## config.mk

```make
export PLATFORM = sky130hd
export DESIGN_NAME = output_fetch_cdf_lanes
export DESIGN_NICKNAME = d
export VERILOG_FILES = /design/src/rtl/output_fetch_cdf_lanes.sv
export SDC_FILE = /design/constraint.sdc
export NUM_CORES = 1
export LEC_CHECK = 0
export ABC_AREA = 1
export CORE_AREA = 2 2 151 153
export CTS_BUF_LIST = sky130_fd_sc_hd__clkbuf_8
export CTS_CLUSTER_DIAMETER = 80
export CTS_CLUSTER_SIZE = 14
export DETAILED_ROUTE_END_ITERATION = 8
export DIE_AREA = 0 0 153 155
export MAX_ROUTING_LAYER = met4
export PLACE_DENSITY = 0.63
export SETUP_SLACK_MARGIN = 0.5
export SLEW_MARGIN = 0
export SYNTH_ARGS = -nofsm -noshare
export SYNTH_HDL_FRONTEND = slang
export SYNTH_SLANG_ARGS = --single-unit
```

## constraint.sdc

```tcl
create_clock -name clock -period 2.7 [get_ports clock]
set_input_delay 0.27 -clock clock [delete_from_list [all_inputs] [get_ports clock]]
set_output_delay 0.27 -clock clock [all_outputs]
set_load 0.1 [all_outputs]
```

## src/rtl/output_fetch_cdf_lanes.sv

```systemverilog
// output_fetch_cdf_lanes
// Selects one CDF lane from a packed read-bus word, or serialises a run of
// lanes from a captured copy of the word. Output is a registered
// valid/ready beat stream with lane index and last-beat flag.
module output_fetch_cdf_lanes #(
  parameter int BUS_W  = 128,
  parameter int DATA_W = 20,
  parameter int LANES  = 6,
  localparam int SEL_W = (LANES > 1) ? $clog2(LANES) : 1
) (
  input  logic              clock,
  input  logic              reset_n,
  input  logic [BUS_W-1:0]  read_bus,
  input  logic              start_in,
  input  logic [SEL_W-1:0]  lane_sel,
  input  logic              burst,
  output logic              in_ready,
  output logic [DATA_W-1:0] data_out,
  output logic              start_out,
  output logic [SEL_W-1:0]  lane_out,
  output logic              last_out,
  input  logic              out_ready,
  output logic              busy
);

  // Lane selects are padded up to a power of two so any lane_sel value
  // indexes a defined slot; slots beyond LANES read as zero.
  localparam int NSLOT = 2 ** SEL_W;
  localparam int WORD_W = LANES * DATA_W;
  localparam logic [SEL_W:0]   LANES_EXT = (SEL_W + 1)'(LANES);
  localparam logic [SEL_W-1:0] LAST_LANE = SEL_W'(LANES - 1);
  localparam logic [SEL_W-1:0] ONE_SEL   = SEL_W'(1);

  typedef enum logic [0:0] {
    ST_IDLE   = 1'b0,
    ST_SERIAL = 1'b1
  } state_e;

  state_e              state_q, state_d;
  logic                start_q, start_d;
  logic [DATA_W-1:0]   data_q,  data_d;
  logic [SEL_W-1:0]    lane_q,  lane_d;
  logic                last_q,  last_d;
  logic [WORD_W-1:0]   word_q,  word_d;

  logic [DATA_W-1:0]   bus_lane_s  [NSLOT];
  logic [DATA_W-1:0]   word_lane_s [NSLOT];
  logic                lane_valid_s;
  logic                accept_s;
  logic                consume_s;
  logic [SEL_W-1:0]    next_lane_s;

  for (genvar g = 0; g < NSLOT; g++) begin : g_slot
    if (g < LANES) begin : g_real
      assign bus_lane_s[g]  = read_bus[g*DATA_W +: DATA_W];
      assign word_lane_s[g] = word_q[g*DATA_W +: DATA_W];
    end else begin : g_pad
      assign bus_lane_s[g]  = '0;
      assign word_lane_s[g] = '0;
    end
  end

  assign lane_valid_s = ({1'b0, lane_sel} < LANES_EXT);
  assign in_ready     = (state_q == ST_IDLE) & (~start_q | out_ready);
  assign accept_s     = start_in & in_ready;
  assign consume_s    = start_q & out_ready;
  assign next_lane_s  = lane_q + ONE_SEL;

  assign start_out = start_q;
  assign data_out  = data_q;
  assign lane_out  = lane_q;
  assign last_out  = last_q;
  assign busy      = (state_q == ST_SERIAL);

  // Next-state: accept a request, advance a burst, or retire/hold the beat.
  always_comb begin
    state_d = state_q;
    start_d = start_q;
    data_d  = data_q;
    lane_d  = lane_q;
    last_d  = last_q;
    word_d  = word_q;
    case (state_q)
      ST_IDLE: begin
        if (accept_s) begin
          start_d = 1'b1;
          lane_d  = lane_sel;
          if (!lane_valid_s) begin
            // Out-of-range lane: a single zero beat, never a burst.
            data_d = '0;
            last_d = 1'b1;
          end else begin
            data_d = bus_lane_s[lane_sel];
            if (burst) begin
              word_d = read_bus[WORD_W-1:0];
            end else begin
              word_d = word_q;
            end
            if (burst && (lane_sel != LAST_LANE)) begin
              last_d  = 1'b0;
              state_d = ST_SERIAL;
            end else begin
              last_d = 1'b1;
            end
          end
        end else if (consume_s) begin
          start_d = 1'b0;
        end else begin
          start_d = start_q;
        end
      end
      ST_SERIAL: begin
        // A beat is always pending here; each hand-off loads the next lane.
        if (consume_s) begin
          start_d = 1'b1;
          lane_d  = next_lane_s;
          data_d  = word_lane_s[next_lane_s];
          last_d  = (next_lane_s == LAST_LANE);
          if (next_lane_s == LAST_LANE) begin
            state_d = ST_IDLE;
          end else begin
            state_d = ST_SERIAL;
          end
        end else begin
          state_d = ST_SERIAL;
        end
      end
      default: begin
        state_d = ST_IDLE;
        start_d = 1'b0;
      end
    endcase
  end

  // State, output and word-buffer registers with asynchronous clear.
  always_ff @(posedge clock or negedge reset_n) begin
    if (!reset_n) begin
      state_q <= ST_IDLE;
      start_q <= 1'b0;
      data_q  <= '0;
      lane_q  <= '0;
      last_q  <= 1'b0;
      word_q  <= '0;
    end else begin
      state_q <= state_d;
      start_q <= start_d;
      data_q  <= data_d;
      lane_q  <= lane_d;
      last_q  <= last_d;
      word_q  <= word_d;
    end
  end

endmodule

```

* Yosys cells after proc, flatten, opt, wreduce, memory -nomap -nowiden
Cells that the tools add are included.
** Storage, ports and cells
- Register bits after elaboration :: 146
- Bits of input ports :: 136
- Output and inout bits :: 27
- Word-level logic and storage cells :: 55
** Cells by class
- $add $sub $neg :: 1
- Magnitude comparators :: 3
- Equality and inequality tests :: 5
- Muxes and demuxes :: 28
- Bitwise logic cells :: 8
- Reduce and logical (&&, ||, !) cells :: 4
** Operator list (count)
- 20-bit 2-to-1 mux :: 7
- 20-bit binary-select mux with 3-bit select :: 2
- 20-bit one-hot mux with 2 select lines :: 1
- 1-bit 2-to-1 mux :: 12
- 4-bit >= comparator (second input constant) :: 2
- 3-bit inverter with 4-bit output :: 2
- 3-bit 2-to-1 mux :: 2
- 3-bit inequality test (second input constant) :: 2
- 1-bit one-hot mux with 2 select lines :: 3
- 3-bit one-hot mux with 2 select lines :: 1
- 2-bit AND reduction :: 2
- 4-bit AND reduction :: 1
- 3-bit by 1-bit adder with 3-bit output (second input constant) :: 1
- 1-bit bitwise AND :: 3
- 3-bit equality test (second input constant) :: 1
- 3-bit < comparator (second input constant) :: 1
- 2-bit by 1-bit inequality test with 1-bit output (second input constant) :: 1
- 2-bit inequality test (second input constant) :: 1
- 1-bit inverter :: 2
- 1-bit logical AND :: 1
- 1-bit bitwise OR :: 1

* Longest topological paths before layout
Gate-level depths: netlist of the first run.
- Depth in word-level cells :: 7
- Gate-level depth with buffers :: 12

* Worst setup path after synthesis of the first run
Ideal clock, no wire load.
- Kind :: register -> register
- Start point :: reg state_q (netlist: busy)
- End point :: reg word_q[80]
- Setup time :: 0.124 ns
- Arrival :: 2.665 ns
- Data required time :: 2.576 ns
- Setup slack :: -0.088 ns
- Stages on the path, launching flop included :: 7
- Path through :: dfrtp_1 -> a21oi_2 -> nand2_4 -> nor2_8 -> buf_6 -> buf_2 -> a21oi_1
** On the way
- Word-level cells in the longest chain between the ends :: 4
** Ends and longest elaborated chain
- from (decl) :: line 39 : state_e state_q, state_d;
- from (signal assigned) :: line 145 : state_q <= state_d;
- 1-bit inverter (no source line)
- 1-bit bitwise AND :: line 64 : assign in_ready = (state_q == ST_IDLE) & (~start_q | out_ready);
- net in_ready :: line 17 : output logic in_ready,
- 1-bit bitwise AND :: line 65 : assign accept_s = start_in & in_ready;
- 4-bit AND reduction (no source line)
- to (signal assigned) :: line 150 : word_q <= word_d;
- to (decl) :: line 44 : logic [WORD_W-1:0] word_q, word_d;
The timed path passes the listed nets, and every way through them passes these cells.
A chain may end at the register's enable or synchronous reset.

* Final worst setup path of the first run
- Start point :: reg lane_q[0] (netlist: lane_out[0])
- End point :: reg data_q[1] (netlist: data_out[1])
** On the way
- Word-level cells in the longest chain between the ends :: 7
** Ends and longest elaborated chain
- from (decl) :: line 42 : logic [SEL_W-1:0] lane_q, lane_d;
- from (signal assigned) :: line 148 : lane_q <= lane_d;
- 3-bit by 1-bit adder with 3-bit output :: line 67 : assign next_lane_s = lane_q + ONE_SEL;
- 3-bit inverter with 4-bit output (implied by the code) :: line 117 : data_d = word_lane_s[next_lane_s];
- 20-bit binary-select mux with 3-bit select :: line 117
- 20-bit 2-to-1 mux (implied by the code) (2 in a row) :: line 117
- 20-bit 2-to-1 mux :: line 114 : if (consume_s) begin
- 20-bit one-hot mux with 2 select lines :: line 83 : case (state_q)
- to (signal assigned) :: line 147 : data_q <= data_d;
- to (decl) :: line 41 : logic [DATA_W-1:0] data_q, data_d;
No other way between the ends. The select of a mux whose other input is x is not followed.

==> results of run 1 <==
==> layout make-up <==
cell class / instances / area share, %
multi-input combinational: 882 / 34.4
sequential: 146 / 34.0
timing repair buffer: 181 / 15.9
inverter: 260 / 9.06
tap: 285 / 3.31
clock buffer: 19 / 2.43
clock inverter: 13 / 0.895
==> cells by family (layout without fill, tap and decap cells) <==
| family | Yosys count | after routing | share of synthesized area [%] |
|---|---|---|---|
| simple gates | 741 | 741 | 34.0 |
| buf+inv | 334 | 473 | 15.4 |
| flops | 146 | 146 | 42.0 |
| compound gates | 139 | 139 | 8.26 |
| fa+ha+maj | 2 | 2 | 0.288 |
==> per-stage QoR <==
stage	hold WS, ps	total power, mW	cell area (um^2)	cells
after floorplan	-25.6	7.61	8710	1362
after global placement	304	9.32	10400	1752
after detailed placement	298	9.39	10400	1752
after CTS	332	11.0	10800	1785
after global routing	365	11.9	10800	1786
final	356	11.0	10800	1786
==> registers in the layout, indices dropped and copies added, names as in the netlist <==
name       flops
start_out      1
busy           1
lane_out       3
word_q       120
data_out      20
last_out       1
==> power breakdown <==
| group | internal [mW] | total, mW | switching [mW] |
|---|---|---|---|
| combinational | 1.74 | 5.84 | 4.10 |
| clock | 0.759 | 1.63 | 0.868 |
| sequential | 3.10 | 3.52 | 0.417 |
==> placed cells by master (no fill, tap or decap), drive strengths merged <==
cell type,synthesis,final
a211oi,1,1
a21oi,17,17
buf,43,55
bufinv,0,1
clkbuf,31,19
clkdlybuf4s50,0,125
clkinv,1,10
clkinvlp,0,1
dfrtp,146,146
dlygate4sd3,0,1
ha,2,2
inv,259,261
nand2,520,520
nand3,115,115
nor2,106,106
o211ai,2,2
o21ai,119,119
==> routing by layer <==
metal  global-route usage, %  vias to the layer above
li1                        -                     4290
met5                       -                        -
met3                    3.54                       44
met2                    37.7                      268
met1                    32.0                     3907
met4                    9.26                        0
==> what timing repair did <==
action	CTS	global route
buffers inserted	0	1
setup endpoints to repair	0	10
hold endpoints to repair	58	0
hold buffers	1	0
resized for setup	0	0
==> how the worst max path moves through the flow <==
stage                 from            to  cells after the start
5_1_grt        lane_out[0]   data_out[8]                     10
2_1_floorplan  lane_out[0]   data_out[0]                     12
4_1_cts        lane_out[0]   data_out[9]                     10
3_3_place_gp   lane_sel[1]  data_out[16]                      9
6_report       lane_out[0]   data_out[1]                     10
3_5_place_dp   lane_sel[1]  data_out[16]                      9
==> flow_metrics.tcl, run 1 <==
set metrics [dict create \
    htree_levels 4 \
    syn_to_final_growth_pct 23.9 \
    yosysTopAreaCell "dfrtp_1" \
    maxCapViolCount 0 \
    first_global_vias 8091 \
    num_vias 8509 \
    critical_path_buf_inv_count 3 \
    reg2reg_to "data_out[1]" \
    drive_gt1_share_pct 6.26 \
    max_stage_delay_ps 550 \
    crit_top_cell "nand2_1" \
    yosysSeqAreaShare_pct 42.0 \
    clk_latency_ps 460 \
    synth_area_um2 8690 \
    synthTopCellsByArea "dfrtp_1, nand2_1, inv_1" \
    timing.final.crit_share_pct 74.3 \
    drt_wl_total_um 27100 \
    setup_violations 0 \
    rsz0062_at_grt "no" \
    fill_cells 2278 \
    grt_max_degree 114 \
    ff2ff_path_depth 10 \
    die_y_um 155 \
    diodes 0 \
    yosys.cell_count.top_type "nand2_1" \
    dp_slack_ps 552 \
    synth_ff_type "dfrtp_1" \
    synth_nets 1500 \
    nets 1626 \
    initial_utilization_pct 39.1 \
    dr_wl_met3_um 1500 \
    grt.overflow.total 0 \
    tritoncts.num_buffers 17 \
    path_delay_family "simple AND/OR/NAND/NOR gates" \
    crit_chain "clkinv_1, ha_1, inv_1, buf_4, nand3_1, nand2_1, nand2_1, nand2_1, nand3_1, nand2_1" \
    min_period_ps 2010 \
    synth_cell_types 23 \
    yosysTopAreaCellShare_pct 42.0 \
    required_ps 3100 \
    crit_fanout 21 \
    vias_per_cell 4.76 \
    clk_pin_slew_worst_paths_ps 80 \
    multi_input_area_um2 3700 \
    r2r-start "lane_out[0]" \
    grt_pass1_wl_um 43200 \
    place.port_buffers 154 \
    ir_drop_mv 0.968 \
    critPathSlowestCell "dfrtp_4" \
    yosys_register_bits 146 \
    antenna_found_initial 0 \
    p_leak_nw 5.96 \
    synth_common_cells "nand2_1, inv_1, dfrtp_1, nand3_1, nor2_1" \
    routedWlPerCell_um 15.2 \
    worst_setup_path_start_kind "flop" \
    crit_type "flop to flop" \
    route.detailed.drc 0 \
    relSlewSlack_pct 48.3 \
    status "completed" \
    seq_area_um2 3660 \
    min_path_type "input port to async pin" \
    core_um2 22200 \
    tritoncts "yes" \
    clkSinkCount 146 \
    io_pins 163 \
    r2r_slack_ps 690 \
    ys.warnings.count 0 \
    final-max-slew-violation-count 0 \
    dieWidth_um 153 \
    synthCells 1362 \
    wl_met2_um 12600 \
    skew_ps 10.1 \
    initialDrtViolationCount 589 \
    critPathArrivalTime_ps 2410 \
    top_layer "met4" \
    max_freq_mhz 498 \
    worst_slew_pin_slew_ps 775 \
    clock-root-buffer "clkbuf_8" \
    dp_hpwl_um 18700 \
    fp-row-count 55 \
    utilization_pct 48.4 \
    dr.pass1.iters 5 \
    fin_setup_tns_ps 0 \
    p_per_area_nw_per_um2 1020 \
    async_reset_ff_share_pct 100 \
    avgSynthCellArea_um2 6.38 \
    final_antenna_net_count 0 \
    timing.final.ws_setup_ps 693 \
    grt_use_total_pct 24.1 \
    dieArea_um2 23700 \
    crit_path_end_kind "flop" \
    synth-edff-count 0 \
    m1WireLength_um 12200 \
    final_hold_viol_count 0 \
    clock_path_buffers 2 \
    gp_congestion 0.896 \
]
Note: power is estimated with default switching activity, not from simulation.
==> inputs of run 2 (changes only) <==
==> constraint.sdc (replaced) <==
create_clock -name clock -period 1.85 [get_ports clock]
set_input_delay 0.185 -clock clock [delete_from_list [all_inputs] [get_ports clock]]
set_output_delay 0.185 -clock clock [all_outputs]
set_load 0.1 [all_outputs]
==> flow_metrics.tcl, run 2 (synthesis gave the netlist of run 1 again) <==
set metrics [dict create \
    grt_use_total_pct 28.0 \
    routedWlPerCell_um 17.4 \
    required_ps 2240 \
    vias_per_cell 5.01 \
    max_freq_mhz 594 \
    initialDrtViolationCount 744 \
    p_leak_nw 6.95 \
    dp_hpwl_um 20200 \
    tritoncts "yes" \
    drive_gt1_share_pct 19.8 \
    diodes 0 \
    crit_chain "a21oi_4, nand2_4, nor2_8, buf_6, buf_12, buf_12, buf_16, nand2_2, o21ai_1" \
    skew_ps 13.6 \
    status "completed" \
    timing.final.crit_share_pct 91.0 \
    initial_utilization_pct 39.1 \
    place.port_buffers 154 \
    clk_pin_slew_worst_paths_ps 80 \
    dr.pass1.iters 5 \
    fp-row-count 55 \
    crit_fanout 8 \
    min_path_type "input port to async pin" \
    rsz0062_at_grt "yes" \
    final_cells 1853 \
    dieWidth_um 153 \
    final_antenna_net_count 0 \
    first_global_vias 9188 \
    power_mw 18.9 \
    gp_congestion 0.878 \
    critPathSlowestCell "dfrtp_4" \
    route.detailed.drc 0 \
    dp.cells 1769 \
    ir_drop_mv 1.46 \
    fin_setup_tns_ps 0 \
    final-max-slew-violation-count 0 \
    crit_type "flop to flop" \
    clock_path_buffers 2 \
    min_period_ps 1680 \
    die_y_um 155 \
    clkSinkCount 146 \
    antenna_found_initial 0 \
    num_vias 9281 \
    grt.overflow.total 0 \
    crit_path_end_kind "flop" \
    final_hold_viol_count 0 \
    critPathArrivalTime_ps 2080 \
    p_per_area_nw_per_um2 1450 \
    relSlewSlack_pct 66.9 \
    io_pins 163 \
    nets 1695 \
    max_stage_delay_ps 520 \
    final_common_cell "nand2_1" \
    grt_max_degree 53 \
    maxCapViolCount 0 \
    dieArea_um2 23700 \
    dp_slack_ps -14.4 \
    largest_reg_flops 120 \
    timing.final.ws_setup_ps 167 \
    drt_wl_total_um 32200 \
    top_register "word_q" \
    syn_to_final_growth_pct 49.4 \
    htree_levels 4 \
    worst_slew_pin_slew_ps 496 \
    utilization_pct 58.4 \
    clock-root-buffer "clkbuf_8" \
    core_um2 22200 \
    grt_pass1_wl_um 49800 \
    crit_top_cell "buf_12" \
    clk_latency_ps 470 \
    setup_violations 0 \
    final_cell_mix "nand2_1, inv_1, dfrtp_1" \
    tritoncts.num_buffers 17 \
    worst_setup_path_start_kind "flop" \
]
-- run 2: final cells by class --
cell class | count | area, um^2
fillers | 1982 | 9240
multi-input cells | 882 | 4360
flip-flops and latches | 146 | 3670
repair buffers | 250 | 3220
inverters | 260 | 993
well taps | 285 | 357
clock buffers | 21 | 289
clock inverters | 9 | 91.3
-- run 2: worst max-delay path, delay by kind of cell (launching register included) --
| family | cells | cell delay, ps |
|---|---|---|
| flops | 1 | 520 |
| buf+inv | 4 | 510 |
| simple gates | 3 | 340 |
| compound gates | 2 | 250 |
-- run 2: final timing paths --
check                        startpoint      endpoint  slack, ps  cells past startpoint
setup / recovery                   busy   word_q[102]        170                      9
hold / removal                  reset_n    word_q[79]        190                      2
setup reg to reg                   busy   word_q[102]        170                      9
hold reg to reg            data_out[14]  data_out[14]        500                      2
max in group asynchronous       reset_n    word_q[81]        960                      3
min in group clock         read_bus[89]    word_q[89]        280                      3
-- run 2: what timing repair did --
action | 4_1_cts | 5_1_grt
buffers inserted | 26 | 1
hold endpoints to repair | 105 | 0
cloned | 22 | 4
resized for setup | 191 | 130
pin swaps | 14 | 12
hold buffers | 1 | 0
setup endpoints to repair | 158 | 161
-- run 2: stage by stage --
| stage | hold slack, ps | instance area [um^2] |
|---|---|---|
| 5_1_grt | 215 | 13000 |
| 2_1_floorplan | -111 | 8780 |
| 4_1_cts | 205 | 12500 |
| 3_5_place_dp | 110 | 10700 |
| 3_3_place_gp | 110 | 10700 |
| 6_report | 194 | 13000 |
-- run 2: power breakdown --
group          switching [mW]  total (mW)  internal (mW)
logic                    7.06        11.2           4.10
registers               0.653        5.19           4.54
clock network            1.23        2.54           1.30
-- run 2: metal layers --
| metal | wire length (um) | GRT usage, % |
|---|---|---|
| met1 | 14000 | 37.4 |
| met2 | 14700 | 41.9 |
| met3 | 2020 | 3.59 |
| met4 | 1470 | 14.5 |
| met5 | 0 | - |
==> inputs of run 3 (changes only) <==
--- a/config.mk
+++ b/config.mk
@@ -9,9 +9,10 @@
 export CORE_AREA = 2 2 151 153
 export CTS_BUF_LIST = sky130_fd_sc_hd__clkbuf_8
 export CTS_CLUSTER_DIAMETER = 80
-export CTS_CLUSTER_SIZE = 14
+export CTS_CLUSTER_SIZE = 20
 export DETAILED_ROUTE_END_ITERATION = 8
 export DIE_AREA = 0 0 153 155
+export HOLD_SLACK_MARGIN = 0.08
 export MAX_ROUTING_LAYER = met4
 export PLACE_DENSITY = 0.63
 export SETUP_SLACK_MARGIN = 0.5
==> results of run 3 <==
Same layout as run 2: the final DEF is identical, and so are final timing and power.
